$ cat src/rtl/irq_ctrl.sv
// Interrupt controller: synchronises, debounces and edge-detects seven event sources,
// latches them as pending and presents one one-hot interrupt at a time until eoi.
module irq_ctrl #(
   parameter int unsigned DEBOUNCE_CYCLES = 250000,
   parameter logic [6:0]  SRC_MASK        = 7'h7F
) (
   input  logic        clk,
   input  logic        resetn,
   input  logic        eth_1_int,
   input  logic        eth_2_int,
   input  logic        uart_int,
   input  logic [3:0]  btn,
   input  logic        eoi,
   output logic [31:0] irq,
   output logic [4:0]  irq_id,
   output logic [6:0]  irq_pending
);

   localparam int unsigned      CNT_W   = $clog2(DEBOUNCE_CYCLES);
   localparam logic [CNT_W-1:0] CNT_MAX = CNT_W'(DEBOUNCE_CYCLES - 1);

   localparam logic [1:0] S_IDLE   = 2'd0;
   localparam logic [1:0] S_ACTIVE = 2'd1;
   localparam logic [1:0] S_GAP    = 2'd2;

   logic [6:0]       raw;
   logic [6:0]       sync1;
   logic [6:0]       sync2;
   logic [3:0]       db;
   logic [CNT_W-1:0] cnt [4];
   logic [6:0]       lvl;
   logic [6:0]       lvl_d;
   logic [6:0]       evt;
   logic [6:0]       pending;
   logic [6:0]       clr;
   logic             eoi_d;
   logic             eoi_acc;
   logic [1:0]       state;
   logic [6:0]       irq_q;
   logic [4:0]       irq_id_q;
   logic [2:0]       pick_idx;
   logic [6:0]       pick_oh;

   assign raw = {btn, uart_int, eth_2_int, eth_1_int};

   // Stage: two-flop synchroniser for every source
   always_ff @(posedge clk or negedge resetn) begin
      if (!resetn) begin
         sync1 <= '0;
         sync2 <= '0;
      end else begin
         sync1 <= raw;
         sync2 <= sync1;
      end
   end

   // Stage: button debounce; the counter only runs while the synchronised level
   // disagrees with the accepted state, so any bounce back restarts the window.
   always_ff @(posedge clk or negedge resetn) begin
      if (!resetn) begin
         db <= '0;
         for (int i = 0; i < 4; i++) cnt[i] <= '0;
      end else begin
         for (int i = 0; i < 4; i++) begin
            if (sync2[3+i] == db[i]) begin
               cnt[i] <= '0;
            end else if (cnt[i] == CNT_MAX) begin
               db[i]  <= sync2[3+i];
               cnt[i] <= '0;
            end else begin
               cnt[i] <= cnt[i] + 1'b1;
            end
         end
      end
   end

   assign lvl     = {db, sync2[2:0]};
   assign evt     = lvl & ~lvl_d & SRC_MASK;
   assign eoi_acc = eoi & ~eoi_d & (state == S_ACTIVE);
   assign clr     = eoi_acc ? irq_q : 7'h00;

   // Stage: edge detect and pending latch; a same-cycle set beats the eoi clear
   always_ff @(posedge clk or negedge resetn) begin
      if (!resetn) begin
         lvl_d   <= '0;
         eoi_d   <= 1'b0;
         pending <= '0;
      end else begin
         lvl_d   <= lvl;
         eoi_d   <= eoi;
         pending <= (pending & ~clr) | evt;
      end
   end

   always_comb begin
      pick_idx = 3'd0;
      pick_oh  = 7'h00;
      for (int i = 6; i >= 0; i--) begin
         if (pending[i]) begin
            pick_idx = 3'(i);
            pick_oh  = 7'h01 << i;
         end
      end
   end

   // Stage: presentation FSM
   always_ff @(posedge clk or negedge resetn) begin
      if (!resetn) begin
         state    <= S_IDLE;
         irq_q    <= '0;
         irq_id_q <= '0;
      end else begin
         case (state)
            S_IDLE: begin
               if (|pending) begin
                  irq_q    <= pick_oh;
                  irq_id_q <= {2'b00, pick_idx};
                  state    <= S_ACTIVE;
               end
            end
            S_ACTIVE: begin
               if (eoi_acc) begin
                  irq_q    <= '0;
                  irq_id_q <= '0;
                  state    <= S_GAP;
               end
            end
            S_GAP:   state <= S_IDLE;
            default: state <= S_IDLE;
         endcase
      end
   end

   assign irq         = {25'd0, irq_q};
   assign irq_id      = irq_id_q;
   assign irq_pending = pending;

endmodule

$ cat config.mk
export PLATFORM = sky130hd
export DESIGN_NAME = irq_ctrl
export DESIGN_NICKNAME = d
export VERILOG_FILES = /design/src/rtl/irq_ctrl.sv
export SDC_FILE = /design/constraint.sdc
export NUM_CORES = 1
export LEC_CHECK = 0
export BUFFER_PORTS_ARGS = -buffer_cell sky130_fd_sc_hd__buf_2
export CAP_MARGIN = 20
export CORE_MARGIN = 1
export CORE_UTILIZATION = 30
export DETAILED_ROUTE_END_ITERATION = 7
export MAX_ROUTING_LAYER = met4
export SYNTH_ARGS = -nofsm -noshare
export SYNTH_HDL_FRONTEND = slang
export SYNTH_SLANG_ARGS = --single-unit
$ cat constraint.sdc
create_clock -name clk -period 2.7 [get_ports clk]
set_input_delay 0 -clock clk [delete_from_list [all_inputs] [get_ports clk]]
set_output_delay 0 -clock clk [all_outputs]
set_load 0.05 [all_outputs]
==> qor.txt, run 1 <==
Clk pwr share - 54.5%
Nets@finish - 571
Synth Cell Area - 0.00533 mm²
Crit path max fanout - 18
Total congestion overflow - 0
Internal - 0.00361 W
Gr usage total - 12.6%
Post-Place Cells - 754
TritonCTS buffer count - 17
Global-route wire length before repair - 17.5 mm
Chip Width - 135 µm
Clk Latency, worst-skew pair - 0.41 ns
TritonCTS clock tree - built
Post-route ant nets - 0
Critical path class - flop to flop
Yosys cell types - 41
RSZ-0062 raised after global routing - false
Post-synthesis area per instance - 10.5 µm²
GRT met3 Usage - 3.85%
Slew margin rel. - 51.0%
Root Driver - clkbuf_16
Initial drt markers - 210
Post-synth ARST share - 100%
Type of origin of the critical path - flop
Synth Flop Type - dfrtp_1
Vias in the first global route - 3636
# IOs - 54
Layout cells sized above 1 - 13.9%
WP data required - 2.97 ns
Highest Clock Rate - 462 MHz
CTS Sinks - 117
Actual slew at the worst max-slew pin - 0.735 ns
Starting density of the core - 30.8%
Drt total wl - 10.2 mm
Post-synth EDFFs - 0
Hold Path Class - primary input to asynchronous set/reset pin
Clock skew - 0.00535 ns
Sequential area share after synthesis - 55.0%
Met2 Track Usage GR - 18.7%
Most crowded layer after global routing - met2
PwrDens - 727 mW/mm²
FP Rows - 48
Non-filler cells in the finished layout - 795
Port bufs - 26
Sequential share of power - 39.4%
Synth warnings - 0
Status - complete, no violations
Sw Pwr - 0.00105 W
Pleak - 2.79 nW
Worst reg2reg path endpoint - cnt[28]
Yosys top cell area share - 55.0%
Post-DR vias/cell - 4.72
M1 GR Usage - 16.0%
Data arrival, critical path - 2.44 ns
Area Growth Syn to Fin - 20.3%
Setup_tns - 0 ns
Residual DRC - 0
Synth top area cells - dfrtp_1 55%, nor2_1 5.1%, xor2_1 4.9%
Max cap viols - 0
Dpl hpwl - 6.90 mm
H-tree depth - 4
Wire length per cell - 12.8 µm
Post-Synthesis Cells - 507
Worst-path clk slew - 0.05 ns
#FFs+latches synth - 117
Antenna cell count - 0
GPL Wtd Cong - 0.843
Cell taking the most area after synthesis - dfrtp_1
Die Y - 135 µm
Net Sw Frac - 22.6%
Vias - 3749
Placeable Area - 0.0173 mm²
Largest net degree at the start of global routing - 62
Final Cycle Share - 80.2%
Top-count cell post-synth - dfrtp_1
Max rail drop VDD - 0.490 mV
CP Capture Type - flop
Max-slew violations - 0
Initial antenna violation count - 0
Most frequent cells after synthesis - 117 x dfrtp_1, 73 x nor2_1, 37 x nand2_1, 30 x xor2_1, 28 x buf_4
Combinational fraction of design power - 6.1%
R2r setup slk - 0.53 ns
DRT Pass-1 Iters - 4
Die area - 0.0183 mm²
Final hold vios - 0
Tmin final - 2.17 ns
Finish-stage setup viols - 0
Max Root-Sink Buffers - 2
FF-to-FF path depth - 4
Worst R2R Start - cnt[26]
through the flow:
stage / instance area, µm² / setup WS, ns / utilization (%) / hold slack, ns / total power, W
2_1_floorplan: 5430 / 0.728 / - / -0.296 / 0.00209
3_3_place_gp: 5650 / 0.620 / 32.7 / 0.104 / 0.00214
3_5_place_dp: 5650 / 0.541 / 32.7 / 0.109 / 0.00215
4_1_cts: 6410 / 0.541 / 37.1 / 0.208 / 0.00473
5_1_grt: 6410 / 0.444 / 37.1 / 0.209 / 0.00484
6_report: 6410 / 0.534 / 37.1 / 0.186 / 0.00466
cells in the final DEF, fill, tap and decap left out, drive strengths merged, types with 5 or more instances in the layout:
master / instances
dfrtp: 117
o21ai: 17
inv: 18
nor4: 11
clkbuf: 18
and4: 10
or4: 7
xnor2: 27
xor2: 30
clkinv: 5
conb: 27
buf: 34
nor3: 9
or3: 7
dlygate4sd3: 9
nand4: 22
nor2: 73
bufinv: 6
nand3: 25
a21oi: 13
nand2: 37
routing by layer:
metal,share of wire (%),wire length [µm]
met1,48,4910
met2,47,4770
met3,4.2,426
met4,0.73,74
met5,0,0
kinds of logic after synthesis:
| kind of cell | after synthesis | share of synthesized area, % |
|---|---|---|
| other | 1 | 0.0704 |
| muxes | 4 | 0.845 |
| DFF | 117 | 55.0 |
| buffers and inverters | 56 | 6.20 |
| adders and majority gates | 4 | 0.939 |
| AOI/OAI and AO/OA | 46 | 6.27 |
| xor gates and xnor gates | 57 | 9.37 |
| and+or+nand+nor | 222 | 21.3 |
area by class of cell:
cell class | instances | area [µm²]
Clock buffer | 18 | 439
Timing Repair Buffer | 43 | 295
Clock inverter | 14 | 231
Sequential cell | 117 | 2930
Inverter | 18 | 67.6
Tap cell | 225 | 282
Fill cell | 1700 | 10900
Multi-Input combinational cell | 360 | 2170
power groups by stage:
stage          Clock [W]  Sequential (W)  Combinational, W
2_1_floorplan          0         0.00190          0.000183
3_3_place_gp           0         0.00186          0.000273
3_5_place_dp           0         0.00187          0.000278
4_1_cts          0.00260         0.00184          0.000289
5_1_grt          0.00268         0.00184          0.000312
6_report         0.00254         0.00184          0.000285
critical path: stages (launching register included):
cell and delay, ns:
dfrtp_1 0.44, or4_1 0.52, or4_4 0.51, o21ai_4 0.43, nor2_1 0.12
sequential cells by signal, summed over array words and instances, names as in the netlist:
signal       flops
cnt             72
db               4
eoi_d            1
irq_id           3
irq_pending      7
irq_q            7
lvl_d            7
state            2
sync1            7
sync2            7
worst max-delay path by stage:
stage	startpoint	endpoint	slack, ns
finish	cnt[26]	cnt[28]	0.53
global route	cnt[26]	cnt[29]	0.44
CTS	cnt[26]	cnt[28]	0.54
detailed placement	cnt[26]	cnt[28]	0.54
global placement	cnt[26]	cnt[25]	0.62
floorplan	cnt[31]	db[2]	0.73
repair_timing:
item | 4_1_cts | 5_1_grt
buffers inserted | 0 | 0
gates resized for setup | 0 | 0
hold buffers | 9 | 0
endpoints found under the hold margin | 65 | 0
No activity file was read; power rests on OpenSTA's default activity.
==> inputs of run 2 (changes only) <==
==> constraint.sdc (replaced) <==
create_clock -name clk -period 1.96 [get_ports clk]
set_input_delay 0 -clock clk [delete_from_list [all_inputs] [get_ports clk]]
set_output_delay 0 -clock clk [all_outputs]
set_load 0.05 [all_outputs]
==> qor.txt, run 2 (synthesized netlist as in run 1, its figures left out) <==
Worst-path clk slew - 0.05 ns (about the same)
Initial drt markers - 167 (-20%)
Area Growth Syn to Fin - 21.4%
CTS Sinks - 117 (unchanged)
Worst slack at placement - 0.00107 ns (-0.539 ns)
Final Cycle Share - 99.9% (+20 points)
Pleak - 2.85 nW (+1.9%)
Slew margin rel. - 58.3% (+7.3 points)
Nets@finish - 588 (+3.0%)
Type of origin of the critical path - flop
Status - complete, no violations
Finish-stage setup viols - 0 (unchanged)
RSZ-0062 raised after global routing - true
Total congestion overflow - 0 (unchanged)
TritonCTS clock tree - built
Post-DR vias/cell - 4.59 (-2.7%)
Tmin final - 1.96 ns (-0.209 ns)
Clock skew - 0.0121 ns (+0.00670 ns)
Layout fillers - 1700 (unchanged)
FF-to-FF path depth - 4 (unchanged)
Data arrival, critical path - 2.25 ns (-0.19 ns)
TritonCTS buffer count - 17 (unchanged)
Chip Width - 135 µm (unchanged)
Residual DRC - 0 (unchanged)
Gr usage total - 12.5% (-0.12 points)
DRT Pass-1 Iters - 4 (unchanged)
Most flops, register - cnt
FP Rows - 48 (unchanged)
Antenna cell count - 0 (unchanged)
Final hold vios - 0 (unchanged)
CP Capture Type - flop
Critical path class - flop to flop
Die Y - 135 µm (unchanged)
Hold Path Class - primary input to asynchronous set/reset pin
Drt total wl - 9.90 mm (-2.7%)
R2r setup slk - 0.003 ns (-0.53 ns)
Crit path max fanout - 2 (-16)
Max FFs per register - 72 (unchanged)
Max Root-Sink Buffers - 2 (unchanged)
Dpl hpwl - 6.78 mm (-1.6%)
Max-slew violations - 0 (unchanged)
Post-route ant nets - 0 (unchanged)
Pwr Total - 0.00590 W (+27%)
Highest Clock Rate - 511 MHz (+11%)
Root Driver - clkbuf_16
H-tree depth - 4 (unchanged)
Most common library cell in the layout ignoring fill and taps - dfrtp_1
Vias - 3723 (-0.69%)
Die area - 0.0183 mm² (unchanged)
Wire length per cell - 12.2 µm (-4.7%)
Final WS setup - 0.00269 ns (-0.531 ns)
Worst reg2reg path endpoint - db[2]
Clk Latency, worst-skew pair - 0.41 ns (about the same)
GPL Wtd Cong - 0.821 (-2.5%)
Global-route wire length before repair - 17.5 mm (-0.20%)
Port bufs - 26 (unchanged)
Vias in the first global route - 3837 (+5.5%)
Actual slew at the worst max-slew pin - 0.626 ns (-0.109 ns)
Max cap viols - 0 (unchanged)
Placeable Area - 0.0173 mm² (unchanged)
Minimum hold slack - 0.200 ns (+0.0136 ns)
# IOs - 54 (unchanged)
Largest net degree at the start of global routing - 118 (+90%)
Starting density of the core - 30.8% (unchanged)
Fin util - 37.4% (+0.35 points)
Commonest cells after routing, fill and taps aside - 117 x dfrtp_1, 72 x nor2_1, 37 x nand2_1
WP data required - 2.25 ns (-0.72 ns)
Max rail drop VDD - 0.569 mV (+16%)
Initial antenna violation count - 0 (unchanged)
Worst R2R Start - cnt[24]
PwrDens - 913 mW/mm² (+25%)
Layout cells sized above 1 - 16.4% (+2.5 points)
==> run 2: layout make-up <==
| type | instances | area (µm²) | share of cell area, % |
|---|---|---|---|
| Sequential cell | 117 | 2930 | 45.3 |
| Multi-Input combinational cell | 360 | 2180 | 33.7 |
| Clock buffer | 21 | 470 | 7.27 |
| Clock inverter | 10 | 105 | 1.62 |
| Inverter | 18 | 67.6 | 1.04 |
| Timing Repair Buffer | 60 | 435 | 6.73 |
| Tap cell | 225 | 282 | 4.35 |
==> run 2: critical path, stage by stage, from the launching register on <==
cell	delay, ns
dfrtp_1	0.37
or4_4	0.53
or4_4	0.53
nor2_4	0.11
mux2_4	0.29
==> run 2: per-layer routing <==
layer  GRT usage [%]  routed length [µm]  vias up
li1                -                   -     1836
met1            14.5                4620     1809
met2            20.1                4780       68
met3            3.29                 382       10
met4            5.87                 124        0
met5               -                   0        -
==> run 2: timing repair <==
item / CTS / global route
hold buffers: 9 / 0
buffers inserted: 0 / 1
setup endpoints to repair: 1 / 11
pin swaps: 0 / 3
gates resized for setup: 1 / 1
hold endpoints to repair: 126 / 0
==> run 2: worst max path at each step <==
stage,start,end,slack (ns),cells after the start
finish,cnt[24],db[2],0.003,4
global route,cnt[24],db[2],-0.05,4
CTS,cnt[28],db[2],0.003,4
detailed placement,cnt[28],db[2],0.001,4
global placement,cnt[28],db[2],0.02,4
floorplan,cnt[28],db[2],-0.002,4
==> run 2: power breakdown <==
part           internal (W)  switching [W]  total (W)  leakage, nW
Clock               0.00195        0.00103    0.00298        0.284
Combinational     0.0000930       0.000301   0.000394         1.02
Sequential          0.00248      0.0000530    0.00253         1.54
Total               0.00452        0.00139    0.00590         2.85
==> run 2: per-stage QoR <==
step	setup TNS, ns	area [µm²]	cells
global route	-0.351	6470	811
global placement	0	5790	770
CTS	0	6460	810
detailed placement	0	5790	770
finish	0	6470	811
floorplan	-0.00183	5430	533
==> inputs of run 3 (changes only) <==
--- a/config.mk
+++ b/config.mk
@@ -11,6 +11,7 @@
 export CORE_UTILIZATION = 30
 export DETAILED_ROUTE_END_ITERATION = 7
 export MAX_ROUTING_LAYER = met4
+export SETUP_SLACK_MARGIN = 0.4
 export SYNTH_ARGS = -nofsm -noshare
 export SYNTH_HDL_FRONTEND = slang
 export SYNTH_SLANG_ARGS = --single-unit
==> qor.txt, run 3 (synthesized netlist as in run 1, its figures left out) <==
Sw Pwr - 0.00149 W (+7.3%)
Setup_tns - 0 ns (unchanged)
Commonest cells after routing, fill and taps aside - 105 x dfrtp_1, 46 x nor2_1, 42 x buf_4
Vias - 4004 (+7.5%)
CP Capture Type - flop
Actual slew at the worst max-slew pin - 0.607 ns (-0.0184 ns)
TritonCTS buffer count - 17 (unchanged)
Gr usage total - 13.0% (+0.46 points)
DRT Pass-1 Iters - 4 (unchanged)
Internal - 0.00468 W (+3.5%)
Slew margin rel. - 59.5% (+1.2 points)
Dpl hpwl - 6.78 mm (about the same)
Starting density of the core - 30.8% (unchanged)
Crit path max fanout - 2 (unchanged)
Tmin final - 1.94 ns (-0.0158 ns)
RSZ-0062 raised after global routing - true
Clk Latency, worst-skew pair - 0.41 ns (about the same)
Area Growth Syn to Fin - 35.3%
Type of origin of the critical path - flop
Status - complete, no violations
Post-route ant nets - 0 (unchanged)
Most frequent CP cell - or4_4
Initial antenna violation count - 0 (unchanged)
Combinational fraction of design power - 7.8% (+1.1 points)
Wire length per cell - 13.3 µm (+8.6%)
CP max stage delay - 0.53 ns (about the same)
Drt total wl - 11.2 mm (+13%)
Die area - 0.0183 mm² (unchanged)
Clk pwr share - 51.0% (+0.6 points)
FP Rows - 48 (unchanged)
GPL Wtd Cong - 0.793 (-3.5%)
Most common library cell in the layout ignoring fill and taps - dfrtp_1
Chip Width - 135 µm (unchanged)
Worst-path clk slew - 0.06 ns (about the same)
Nets@finish - 618 (+5.1%)
Data arrival, critical path - 2.23 ns (-0.02 ns)
Pleak - 3.05 nW (+7.0%)
Residual DRC - 0 (unchanged)
Root Driver - clkbuf_16
H-tree depth - 4 (unchanged)
Minimum hold slack - 0.219 ns (+0.0189 ns)
Die Y - 135 µm (unchanged)
Layout fillers - 1608 (-5.4%)
Max FFs per register - 72 (unchanged)
Critical path class - flop to flop
# IOs - 54 (unchanged)
Sequential share of power - 41.2% (-1.7 points)
Global-route wire length before repair - 18.1 mm (+3.5%)
Max Root-Sink Buffers - 2 (unchanged)
Port bufs - 26 (unchanged)
Largest net degree at the start of global routing - 118 (unchanged)
Final hold vios - 0 (unchanged)
Antenna cell count - 0 (unchanged)
Finish-stage setup viols - 0 (unchanged)
WP data required - 2.25 ns (about the same)
Max rail drop VDD - 0.570 mV (about the same)
CTS Sinks - 117 (unchanged)
Clock skew - 0.00725 ns (-0.00480 ns)
TritonCTS clock tree - built
Crit-path cells - or4_4, or4_4, nor2_4, mux2_4
Hold Path Class - primary input to asynchronous set/reset pin
Total congestion overflow - 0 (unchanged)
PwrDens - 855 mW/mm² (-6.3%)
Final Cycle Share - 99.1% (-0.80 points)
Initial drt markers - 235 (+41%)
Vias in the first global route - 3839 (+0.052%)
Slowest cell on the critical path - or4_4
Net Sw Frac - 24.1% (+0.64 points)
Most flops, register - cnt
Post-DR vias/cell - 4.76 (+3.6%)
Max cap viols - 0 (unchanged)
Placeable Area - 0.0173 mm² (unchanged)
Layout cells sized above 1 - 30.8% (+14 points)
Max-slew violations - 0 (unchanged)
Highest Clock Rate - 515 MHz (+0.81%)
-- run 3: routing by layer --
layer  up-vias  share of wire [%]  track usage [%]
met1      1989                 44             15.3
met5         -                  0                -
li1       1905                  -                -
met3        15                3.5             3.44
met2        95                 51             21.2
met4         0                1.7             4.68
-- run 3: power by group through the flow --
stage               registers, W  clock network [W]  logic (W)
global placement         0.00257                  0   0.000391
global route             0.00255            0.00333   0.000521
detailed placement       0.00258                  0   0.000396
floorplan                0.00263                  0   0.000257
CTS                      0.00254            0.00320   0.000455
finish                   0.00254            0.00314   0.000481
-- run 3: final timing paths --
check / from / end / slack [ns] / depth (start not counted)
max in group asynchronous: resetn / cnt[45] / 1.25 / 3
min in group clk: btn[3] / sync1[6] / 0.23 / 2
max reg2reg: cnt[31] / db[2] / 0.02 / 4
min reg2reg: sync1[4] / sync2[4] / 0.35 / 0
min: resetn / state[0] / 0.22 / 3
max: cnt[31] / db[2] / 0.02 / 4
-- run 3: what timing repair did --
item                       4_1_cts  5_1_grt
cloned                           5        1
gates resized for setup         25       69
hold buffers                     9        0
setup endpoints to repair       83       76
pin swaps                       10       21
hold endpoints to repair       126        0
setup buffers                   10       16
-- run 3: cell type report --
| cell class | count | area, µm² | area share [%] |
|---|---|---|---|
| clock inverters | 13 | 156 | 2.17 |
| repair buffers | 90 | 779 | 10.8 |
| multi-input cells | 360 | 2530 | 35.1 |
| flip-flops and latches | 117 | 2940 | 40.8 |
| clock buffers | 19 | 453 | 6.28 |
| inverters | 18 | 67.6 | 0.937 |
| well taps | 225 | 282 | 3.90 |
-- run 3: per-stage QoR --
stage	total power, W	util (%)	std cells	area [µm²]	setup WS (ns)
6_report	0.00617	41.7	842	7210	0.0185
5_1_grt	0.00640	41.7	842	7210	-0.0371
4_1_cts	0.00620	39.7	825	6860	0.0186
3_5_place_dp	0.00298	33.9	769	5870	0.00366
3_3_place_gp	0.00297	33.9	769	5870	0.0201
2_1_floorplan	0.00289	-	533	5520	-0.00183
-- run 3: critical path: cells and delay by family, from the launching register on --
kind	cells	cell delay (ns)
and+or+nand+nor	3	1.16
DFF	1	0.38
muxes	1	0.29
